===== src/rtl/div32.sv =====
// div32 - iterative 32-bit integer divider (radix-2 restoring shift-subtract)
//
// Produces one quotient bit per clock. A division accepted at edge E0 runs
// 32 iterations on edges E1..E32, applies sign correction and writes the
// result registers at E33. done pulses in the following cycle.
//
// Ports:
//   clk        system clock, rising edge
//   rst        synchronous active-high reset
//   start      request, accepted only while busy=0
//   is_signed  1 = two's-complement, 0 = unsigned (sampled with start)
//   dividend   dividend operand (sampled with start)
//   divisor    divisor operand (sampled with start)
//   busy       high while a division is in progress
//   done       one-cycle pulse, results valid from this cycle on
//   quotient   registered quotient
//   remainder  registered remainder
//   div_zero   registered flag, last completed division had divisor=0

module div32 #(
    parameter int WIDTH = 32
) (
    input  logic             clk,
    input  logic             rst,
    input  logic             start,
    input  logic             is_signed,
    input  logic [WIDTH-1:0] dividend,
    input  logic [WIDTH-1:0] divisor,
    output logic             busy,
    output logic             done,
    output logic [WIDTH-1:0] quotient,
    output logic [WIDTH-1:0] remainder,
    output logic             div_zero
);

    localparam logic [1:0] IDLE = 2'd0;
    localparam logic [1:0] RUN  = 2'd1;
    localparam logic [1:0] FIN  = 2'd2;

    localparam logic [WIDTH-1:0] ONE      = {{(WIDTH-1){1'b0}}, 1'b1};
    localparam logic [WIDTH-1:0] ALL_ONES = {WIDTH{1'b1}};
    localparam logic [5:0]       LAST_IT  = 6'(WIDTH - 1);

    // Two's-complement negation.
    function automatic logic [WIDTH-1:0] negate(input logic [WIDTH-1:0] v);
        negate = ~v + ONE;
    endfunction

    // Magnitude of a signed value; 0x80000000 maps onto itself, which is
    // still correct when read as unsigned.
    function automatic logic [WIDTH-1:0] magnitude(input logic [WIDTH-1:0] v);
        magnitude = v[WIDTH-1] ? negate(v) : v;
    endfunction

    logic [1:0]       state;
    logic [5:0]       count;
    logic [WIDTH-1:0] quo;
    logic [WIDTH-1:0] rem;
    logic [WIDTH-1:0] dmag;
    logic [WIDTH-1:0] dvd_orig;
    logic             neg_q;
    logic             neg_r;
    logic             zero_div;

    logic [WIDTH:0]   shifted;
    logic             fits;
    logic [WIDTH-1:0] rem_next;
    logic [WIDTH-1:0] quo_next;
    logic [WIDTH-1:0] quo_fin;
    logic [WIDTH-1:0] rem_fin;

    // One restoring iteration plus the final sign correction.
    always_comb begin
        shifted  = {rem, quo[WIDTH-1]};
        fits     = (shifted >= {1'b0, dmag});
        // When the trial succeeds the true difference is below dmag, so the
        // low WIDTH bits of the modular subtraction are exact.
        if (fits) begin
            rem_next = shifted[WIDTH-1:0] - dmag;
        end else begin
            rem_next = shifted[WIDTH-1:0];
        end
        quo_next = {quo[WIDTH-2:0], fits};
        if (neg_q) begin
            quo_fin = negate(quo);
        end else begin
            quo_fin = quo;
        end
        if (neg_r) begin
            rem_fin = negate(rem);
        end else begin
            rem_fin = rem;
        end
    end

    // Control FSM, iteration datapath and result registers.
    always_ff @(posedge clk) begin
        if (rst) begin
            state     <= IDLE;
            count     <= 6'd0;
            quo       <= {WIDTH{1'b0}};
            rem       <= {WIDTH{1'b0}};
            dmag      <= {WIDTH{1'b0}};
            dvd_orig  <= {WIDTH{1'b0}};
            neg_q     <= 1'b0;
            neg_r     <= 1'b0;
            zero_div  <= 1'b0;
            busy      <= 1'b0;
            done      <= 1'b0;
            quotient  <= {WIDTH{1'b0}};
            remainder <= {WIDTH{1'b0}};
            div_zero  <= 1'b0;
        end else begin
            done <= 1'b0;
            case (state)
                IDLE: begin
                    if (start) begin
                        state    <= RUN;
                        busy     <= 1'b1;
                        count    <= 6'd0;
                        rem      <= {WIDTH{1'b0}};
                        dvd_orig <= dividend;
                        zero_div <= (divisor == {WIDTH{1'b0}});
                        if (is_signed) begin
                            quo   <= magnitude(dividend);
                            dmag  <= magnitude(divisor);
                            neg_q <= dividend[WIDTH-1] ^ divisor[WIDTH-1];
                            neg_r <= dividend[WIDTH-1];
                        end else begin
                            quo   <= dividend;
                            dmag  <= divisor;
                            neg_q <= 1'b0;
                            neg_r <= 1'b0;
                        end
                    end
                end
                RUN: begin
                    rem   <= rem_next;
                    quo   <= quo_next;
                    count <= count + 6'd1;
                    if (count == LAST_IT) begin
                        state <= FIN;
                    end
                end
                FIN: begin
                    // Divide-by-zero overrides whatever the iterations produced.
                    if (zero_div) begin
                        quotient  <= ALL_ONES;
                        remainder <= dvd_orig;
                    end else begin
                        quotient  <= quo_fin;
                        remainder <= rem_fin;
                    end
                    div_zero <= zero_div;
                    done     <= 1'b1;
                    busy     <= 1'b0;
                    state    <= IDLE;
                end
                default: begin
                    state <= IDLE;
                    busy  <= 1'b0;
                end
            endcase
        end
    end

endmodule


===== config.mk =====
export PLATFORM = sky130hd
export DESIGN_NAME = div32
export DESIGN_NICKNAME = d
export VERILOG_FILES = /design/src/rtl/div32.sv
export SDC_FILE = /design/constraint.sdc
export NUM_CORES = 1
export LEC_CHECK = 0
export ABC_AREA = 1
export BUFFER_PORTS_ARGS = -buffer_cell sky130_fd_sc_hd__buf_2
export CAP_MARGIN = 20
export CORE_MARGIN = 2
export CORE_UTILIZATION = 53
export CTS_CLUSTER_DIAMETER = 30
export DETAILED_ROUTE_END_ITERATION = 8
export GPL_ROUTABILITY_DRIVEN = 0
export PLACE_DENSITY_LB_ADDON = 0.3
export SYNTH_ARGS = -nofsm -noshare
export SYNTH_HDL_FRONTEND = slang
export SYNTH_SLANG_ARGS = --single-unit

===== constraint.sdc =====
create_clock -name clk -period 2.7 [get_ports clk]
set_clock_uncertainty 0.15 [all_clocks]
set_input_delay 0.27 -clock clk [delete_from_list [all_inputs] [get_ports clk]]
set_output_delay 0.27 -clock clk [all_outputs]
set_load 0.1 [all_outputs]

==> results of run 1 <==
## kinds of logic (layout without fill, tap and decap cells)
logic type	after synthesis	count (layout)
flip-flops	206	206
XOR/XNOR	56	56
buffers and inverters	461	698
AND/OR/NAND/NOR	1148	1148
adder cells (fa/ha/maj)	38	38
AO/OA/AOI/OAI	356	356
## where the power goes
group	internal [mW]	leakage (nW)	switching (mW)
combinational	1.87	6.31	4.11
sequential	3.31	1.68	0.230
clock	4.33	0.843	1.95
total	9.51	8.84	6.29
## worst min-delay path, cell delays in order
cell and delay [ps]:
buf_2 150, o21ai_0 180, a21oi_1 50
## cell usage in the layout (no fill, tap or decap), types with 36 or more instances in the layout
master         count
a31oi_1           37
buf_4             42
o21ai_0          118
a21oi_1          113
nor2_1           215
dlygate4sd3_1     57
ha_1              37
buf_2            133
dfxtp_1          205
nand2_1          587
nand3_1          195
inv_1            361
nand4_1           41
xor2_1            43
clkbuf_16         49
nor3_1            36
## per-stage QoR
| stage | hold WS (ps) | setup slack (ps) | area [µm²] |
|---|---|---|---|
| 2_1_floorplan | 275 | 651 | 13900 |
| 3_3_place_gp | 286 | 166 | 15000 |
| 3_5_place_dp | 294 | 127 | 15000 |
| 4_1_cts | 0.301 | 105 | 17400 |
| 5_1_grt | 26.6 | -42.4 | 17500 |
| 6_report | 12.4 | 129 | 17500 |
## sequential cells by signal (all words and copies together), names as in the netlist
register	count
done	1
remainder	32
neg_r	1
busy	1
quotient	32
dmag	32
quo	32
count	6
zero_div	1
neg_q	1
rem	32
state	2
dvd_orig	32
div_zero	1
## layer usage
metal	vias up	GRT usage	wire length, µm	share of wire
met1	7246	0.456	19600	0.41
met2	950	0.521	20700	0.43
met4	2	0.152	2180	0.046
met5	-	0	12	0.00025
met3	176	0.0663	5210	0.11
li1	7698	-	-	-
## worst max-delay path by stage
stage	end	depth (start not counted)
6_report	rem[16]$_SDFFE_PP0P_	15
5_1_grt	dmag[31]$_SDFFE_PP0P_	14
4_1_cts	rem[28]$_SDFFE_PP0P_	12
3_5_place_dp	rem[28]$_SDFFE_PP0P_	12
3_3_place_gp	rem[20]$_SDFFE_PP0P_	12
2_1_floorplan	rem[18]$_SDFFE_PP0P_	14
## layout make-up
type | instances | area [µm²] | area share
clock buffer | 57 | 1310 | 0.0748
clock inverter | 32 | 464 | 0.0266
inverter | 369 | 1390 | 0.0794
multi-input combinational | 1598 | 8050 | 0.462
sequential | 206 | 4130 | 0.236
tap | 335 | 419 | 0.0240
timing repair buffer | 240 | 1700 | 0.0973
## what timing repair did
action / CTS / global route
endpoints found under the hold margin: 72 / 0
hold buffers: 57 / 0
buffers inserted: 0 / 0
resized for setup: 0 / 17
setup endpoints to repair: 0 / 41
==> flow_summary_export.csv, run 1 <==
group,metric,value,unit
outcome,outcome,"finished, final reports clean",
min_path,whs_path_depth,3,
clock_tree,root_buffer,"clkbuf_16",
floorplanning,rows,59,
floorplanning,die_height,166,µm
sta,fmax,389,MHz
synthesis,syn_avg_cell_area,6.12,µm²
min_path,hold_start,"dividend[26]",
worst_setup_path,r2r-end,"rem[16]$_SDFFE_PP0P_",
worst_setup_path,crit_chain,"inv_1 -> ha_1 -> inv_1 -> fa_1 -> nand3_1 -> nand3_1 -> nand2_1 -> nand2_1 -> nand3_1 -> nand2_1 -> xor2_1 -> nand3_1 -> nand3_1 -> nand2_1 -> inv_1",
sta,min_period_over_period,0.952,
sta,finalCriticalPeriod,2570,ps
synthesis,synth_area_leaders,"dfxtp_1 (30%), nand2_1 (16%), inv_1 (9.8%)",
placed_design,hpwl,33200,µm
worst_setup_path,critPathLaunch,"quo[31]$_SDFFE_PP0P_",
synthesis,ys_seq_area_frac,0.297,
routing,wl_per_cell,16.8,µm
grt,antenna_found_initial,1,
grt,grt_max_degree,99,
routing,via_count,16100,
power,power.density,905,nW/µm²
routing,route.detailed.drc,0,
synthesis,synth_cell_types,51,
worst_setup_path,r2r-start,"quo[31]$_SDFFE_PP0P_",
worst_setup_path,cp-end-kind,"register",
synthesis,synth_top_family_by_area,"simple AND/OR/NAND/NOR gates",
layout,final_cells,2837,
worst_setup_path,critPathLaunchType,"register",
grt,grt_pass1_vias,15300,
worst_setup_path,crit_arrival,2910,ps
sta,slew_viol_final,0,
grt,track_usage,0.337,
synthesis,ys_seq_elements,206,
worst_setup_path,r2r_setup_slack,130,ps
layout,num_antenna_cells,0,
synthesis,postSynth.asyncResetShare,0,
synthesis,muxShareOfSynthArea,0,
grt,grt_pass1_wl,76800,µm
layout,fillers,2156,
power,power_leakage,8.84,nW
synthesis,synthesis.area,13900,µm²
worst_setup_path,worst_path_most_repeated_cell,"nand3_1",
routing,dr.pass1.iters,6,
routing,routed_via_density,5.67,
placed_design,placed_cells,2691,
sta,finalSetupViolCount,0,
routing,ant_nets,0,
floorplanning,die-area,27500,µm²
worst_setup_path,worst_path_max_delay_cell,"fa_1",
clock_tree,cts_tree,"done",
synthesis,ys.flop_type,"dfxtp_1",
min_path,hold_path_class,"in -> reg",
synthesis,synth_most_common_cell,"nand2_1",
clock_tree,clk_pin_slew_worst_paths,50,ps
clock_tree,numCtsBuffers,48,
synthesis,yosys.area_share.simple,0.356,
layout,areaGrowthSynthToFinish,25.8,%
floorplanning,fp.dieW,166,µm
clock_tree,clock-sinks,206,
sta,hold_viol_final,0,
synthesis,synth_xor_xnor_area_share,0.0354,
synthesis,synth_edf_count,0,
clock_tree,cts_buffer_depth,3,
sta,worstMarginPinSlew,843,ps
worst_setup_path,slowest_delay,420,ps
synthesis,yosys_warnings,0,
worst_setup_path,cpLargestDelayFamily,"simple AND/OR/NAND/NOR gates",
layout,final_core_util,0.674,
sta,setup_tns,0,ps
worst_setup_path,path_buf_inv,3,
worst_setup_path,rr_worst_depth,15,
synthesis,synth_nets,2371,
min_path,min_to,"dvd_orig[26]$_SDFFE_PP0P_",
synthesis,synthCells,2265,
worst_setup_path,crit_type,"reg -> reg",
clock_tree,clock_latency,550,ps
floorplanning,core_area,25900,µm²
placed_design,numPortBuffers,134,
grt,grt.overflow.total,0,
sta,slew_headroom,0.438,
worst_setup_path,cp.required,3040,ps
synthesis,synth_fa_ha_area_frac,0.0348,
floorplanning,ios,135,
routing,routed_wl,47600,µm
layout,num-nets-final,2569,
synthesis,synth_compound_area_frac,0.149,
synthesis,synth_top_area_cell,"dfxtp_1",
power,max-vdd-ir-drop,0.631,mV
worst_setup_path,cp_max_fo,3,
power,power,15.8,mW
synthesis,synth_common_cells,"nand2_1 (590), inv_1 (361), nor2_1 (221), dfxtp_1 (206), nand3_1 (196)",
synthesis,synth.top_cell.area_share,0.297,
layout,drive_gt1_frac,0.133,
job,drv_cap,0,
floorplanning,initial_utilization,0.535,
clock_tree,htreeDepth,2,
routing,dr.first_iter.drc_count,1897,
Power figures use the tool's default switching activity.
==> inputs of run 2 (changes only) <==
PLACE_DENSITY = 0.84   (was not set)
PLACE_DENSITY_LB_ADDON = not set   (was 0.3)
TNS_END_PERCENT = 100   (was not set)
==> run 2 against run 1 <==
Compared with the run above:
- clock power down 12%
- clock-buffer cell count down 4
- sequential power about the same
- total power down 4.8%
- via count up 2.4%
- die area unchanged
- largest cell class unchanged
- global-route usage up 0.37 points
- first-iteration DRC count up 19%
- cell area down 2.1%
- cell count down 0.39%
- the run now ends with hold timing left
- wire length up 1.9%
- largest power group is now combinational cells
- fmax down 3.1%
==> flow_summary_export.csv, run 2 (synthesis gave the netlist of run 1 again) <==
group,metric,value,unit
clock_tree,cts_tree,"done",
sta,slew_viol_final,0,
routing,via_count,16500,
outcome,violations,"hold timing",
worst_setup_path,rr_worst_depth,13,
floorplanning,rows,59,
placed_design,placed_area,15100,µm²
routing,routed_wl,48600,µm
min_path,min_to,"dmag[16]$_SDFFE_PP0P_",
power,power_frac_clock,0.368,
power,intPower,8.74,mW
grt,grt.overflow.total,0,
sta,finalCriticalPeriod,2650,ps
worst_setup_path,critPathLaunchType,"register",
routing,wl_per_cell,17.2,µm
power,power.density,880,nW/µm²
sta,fmax,377,MHz
clock_tree,numCtsBuffers,44,
power,sequentialPowerShare,0.235,
worst_setup_path,crit_arrival,2920,ps
layout,num_antenna_cells,0,
floorplanning,die_height,166,µm
power,comb_power_share,0.397,
clock_tree,clock-sinks,206,
sta,finalSetupViolCount,0,
layout,final_cells,2826,
routing,ant_nets,0,
floorplanning,ios,135,
power,swShare,0.419,
routing,dr.first_iter.drc_count,2263,
placed_design,pre_cts_slack,39.1,ps
worst_setup_path,cp.required,2970,ps
grt,grt_pass1_wl,77500,µm
sta,worstMarginPinSlew,597,ps
grt,grt_pass1_vias,15600,
worst_setup_path,cp_max_fo,30,
min_path,hold_path_class,"in -> reg",
clock_tree,clk_pin_slew_worst_paths,50,ps
layout,num-nets-final,2562,
layout,fin_area,17100,µm²
floorplanning,initial_utilization,0.535,
routing,route.detailed.drc,0,
sta,slew_headroom,0.601,
layout,final_core_util,0.660,
floorplanning,core_area,25900,µm²
grt,grt_max_degree,55,
routing,routed_via_density,5.83,
floorplanning,fp.dieW,166,µm
worst_setup_path,crit_type,"reg -> reg",
sta,hold_viol_final,1,
clock_tree,htreeDepth,2,
job,drv_cap,0,
worst_setup_path,r2r_setup_slack,50,ps
worst_setup_path,cp-end-kind,"register",
routing,dr.pass1.iters,8,
worst_setup_path,r2r-end,"rem[25]$_SDFFE_PP0P_",
layout,layout_commonest_cell,"nand2_1",
clock_tree,clock_latency,560,ps
worst_setup_path,r2r-start,"rem[7]$_SDFFE_PP0P_",
sta,min_period_over_period,0.983,
clock_tree,cts_buffer_depth,3,
layout,drive_gt1_frac,0.134,
sta,fin_ws,45.5,ps
layout,areaGrowthSynthToFinish,23.2,%
clock_tree,root_buffer,"clkbuf_16",
placed_design,numPortBuffers,134,
grt,antenna_found_initial,1,
outcome,outcome,"complete, but fails checks",
floorplanning,die-area,27500,µm²
power,max-vdd-ir-drop,0.634,mV
sta,setup_tns,0,ps
min_path,whs_path_depth,5,
placed_design,placed_cells,2699,
sta,whs,-6.97,ps
placed_design,hpwl,33900,µm
power,power_leakage,8.71,nW
power,p_switching,6.30,mW
layout,most-common-layout-cells,"nand2_1 (589), inv_1 (360), nor2_1 (217)",
grt,track_usage,0.341,
min_path,hold_start,"divisor[16]",
run 2: cell types whose count changed in the layout (fill, tap and decap cells not counted), moves of 4 or more:
cell	previous run	this run
buf_4	42	56
dlygate4sd3_1	57	45
bufinv_16	9	4
clkbuf_16	49	44
buf_12	6	2
run 2: power groups by stage:
stage               Combinational (mW)  Sequential (mW)  Clock (mW)
finish                            5.97             3.54        5.53
global route                      6.52             3.56        5.68
CTS                               5.66             3.52        5.51
detailed placement                5.54             3.58           0
global placement                  5.43             3.57           0
floorplan                         3.89             3.80           0
run 2: worst max-delay path by stage:
stage	start	cells past startpoint	end
after floorplan	rem[7]$_SDFFE_PP0P_	14	rem[18]$_SDFFE_PP0P_
after global placement	rem[7]$_SDFFE_PP0P_	13	rem[18]$_SDFFE_PP0P_
after detailed placement	rem[7]$_SDFFE_PP0P_	13	rem[25]$_SDFFE_PP0P_
after CTS	rem[7]$_SDFFE_PP0P_	13	rem[18]$_SDFFE_PP0P_
after global routing	quo[31]$_SDFFE_PP0P_	15	rem[16]$_SDFFE_PP0P_
final	rem[7]$_SDFFE_PP0P_	13	rem[25]$_SDFFE_PP0P_
run 2: final cells by class:
| class | count | area [µm²] |
|---|---|---|
| timing repair buffer | 237 | 1590 |
| clock buffer | 53 | 1200 |
| clock inverter | 28 | 325 |
| inverter | 369 | 1390 |
| multi-input combinational | 1598 | 8040 |
| sequential | 206 | 4130 |
| tap | 335 | 419 |
| fill | 2070 | 8820 |
run 2: repair_timing:
action	CTS	global route
hold buffers	45	0
hold endpoints to repair	70	0
gates resized for setup	0	11
buffers inserted	0	1
endpoints found under the setup margin	0	38
run 2: per-stage QoR:
step | hold WS [ps] | power, mW
finish | -6.97 | 15.0
global route | 36.6 | 15.8
CTS | 0.145 | 14.7
detailed placement | 293 | 9.12
global placement | 285 | 9.00
floorplan | 275 | 7.69
run 2: routing by layer:
metal | wire (µm) | global-route usage | vias up
met3 | 5490 | 0.0596 | 255
met1 | 19100 | 0.450 | 7408
met2 | 21100 | 0.535 | 1118
met4 | 2860 | 0.180 | 0
li1 | - | - | 7683
met5 | 0 | 0 | -
run 2: worst max-delay path: stages (launching register included):
cell	delay, ps
dfxtp_1	530
ha_1	350
nand2_1	130
nor2_2	60
nand2_1	120
nor2_2	60
nand3_1	110
nand3_2	110
nor2_4	310
nand2_8	200
nand2_4	130
nor2_1	60
nor2_1	140
nor2_1	60
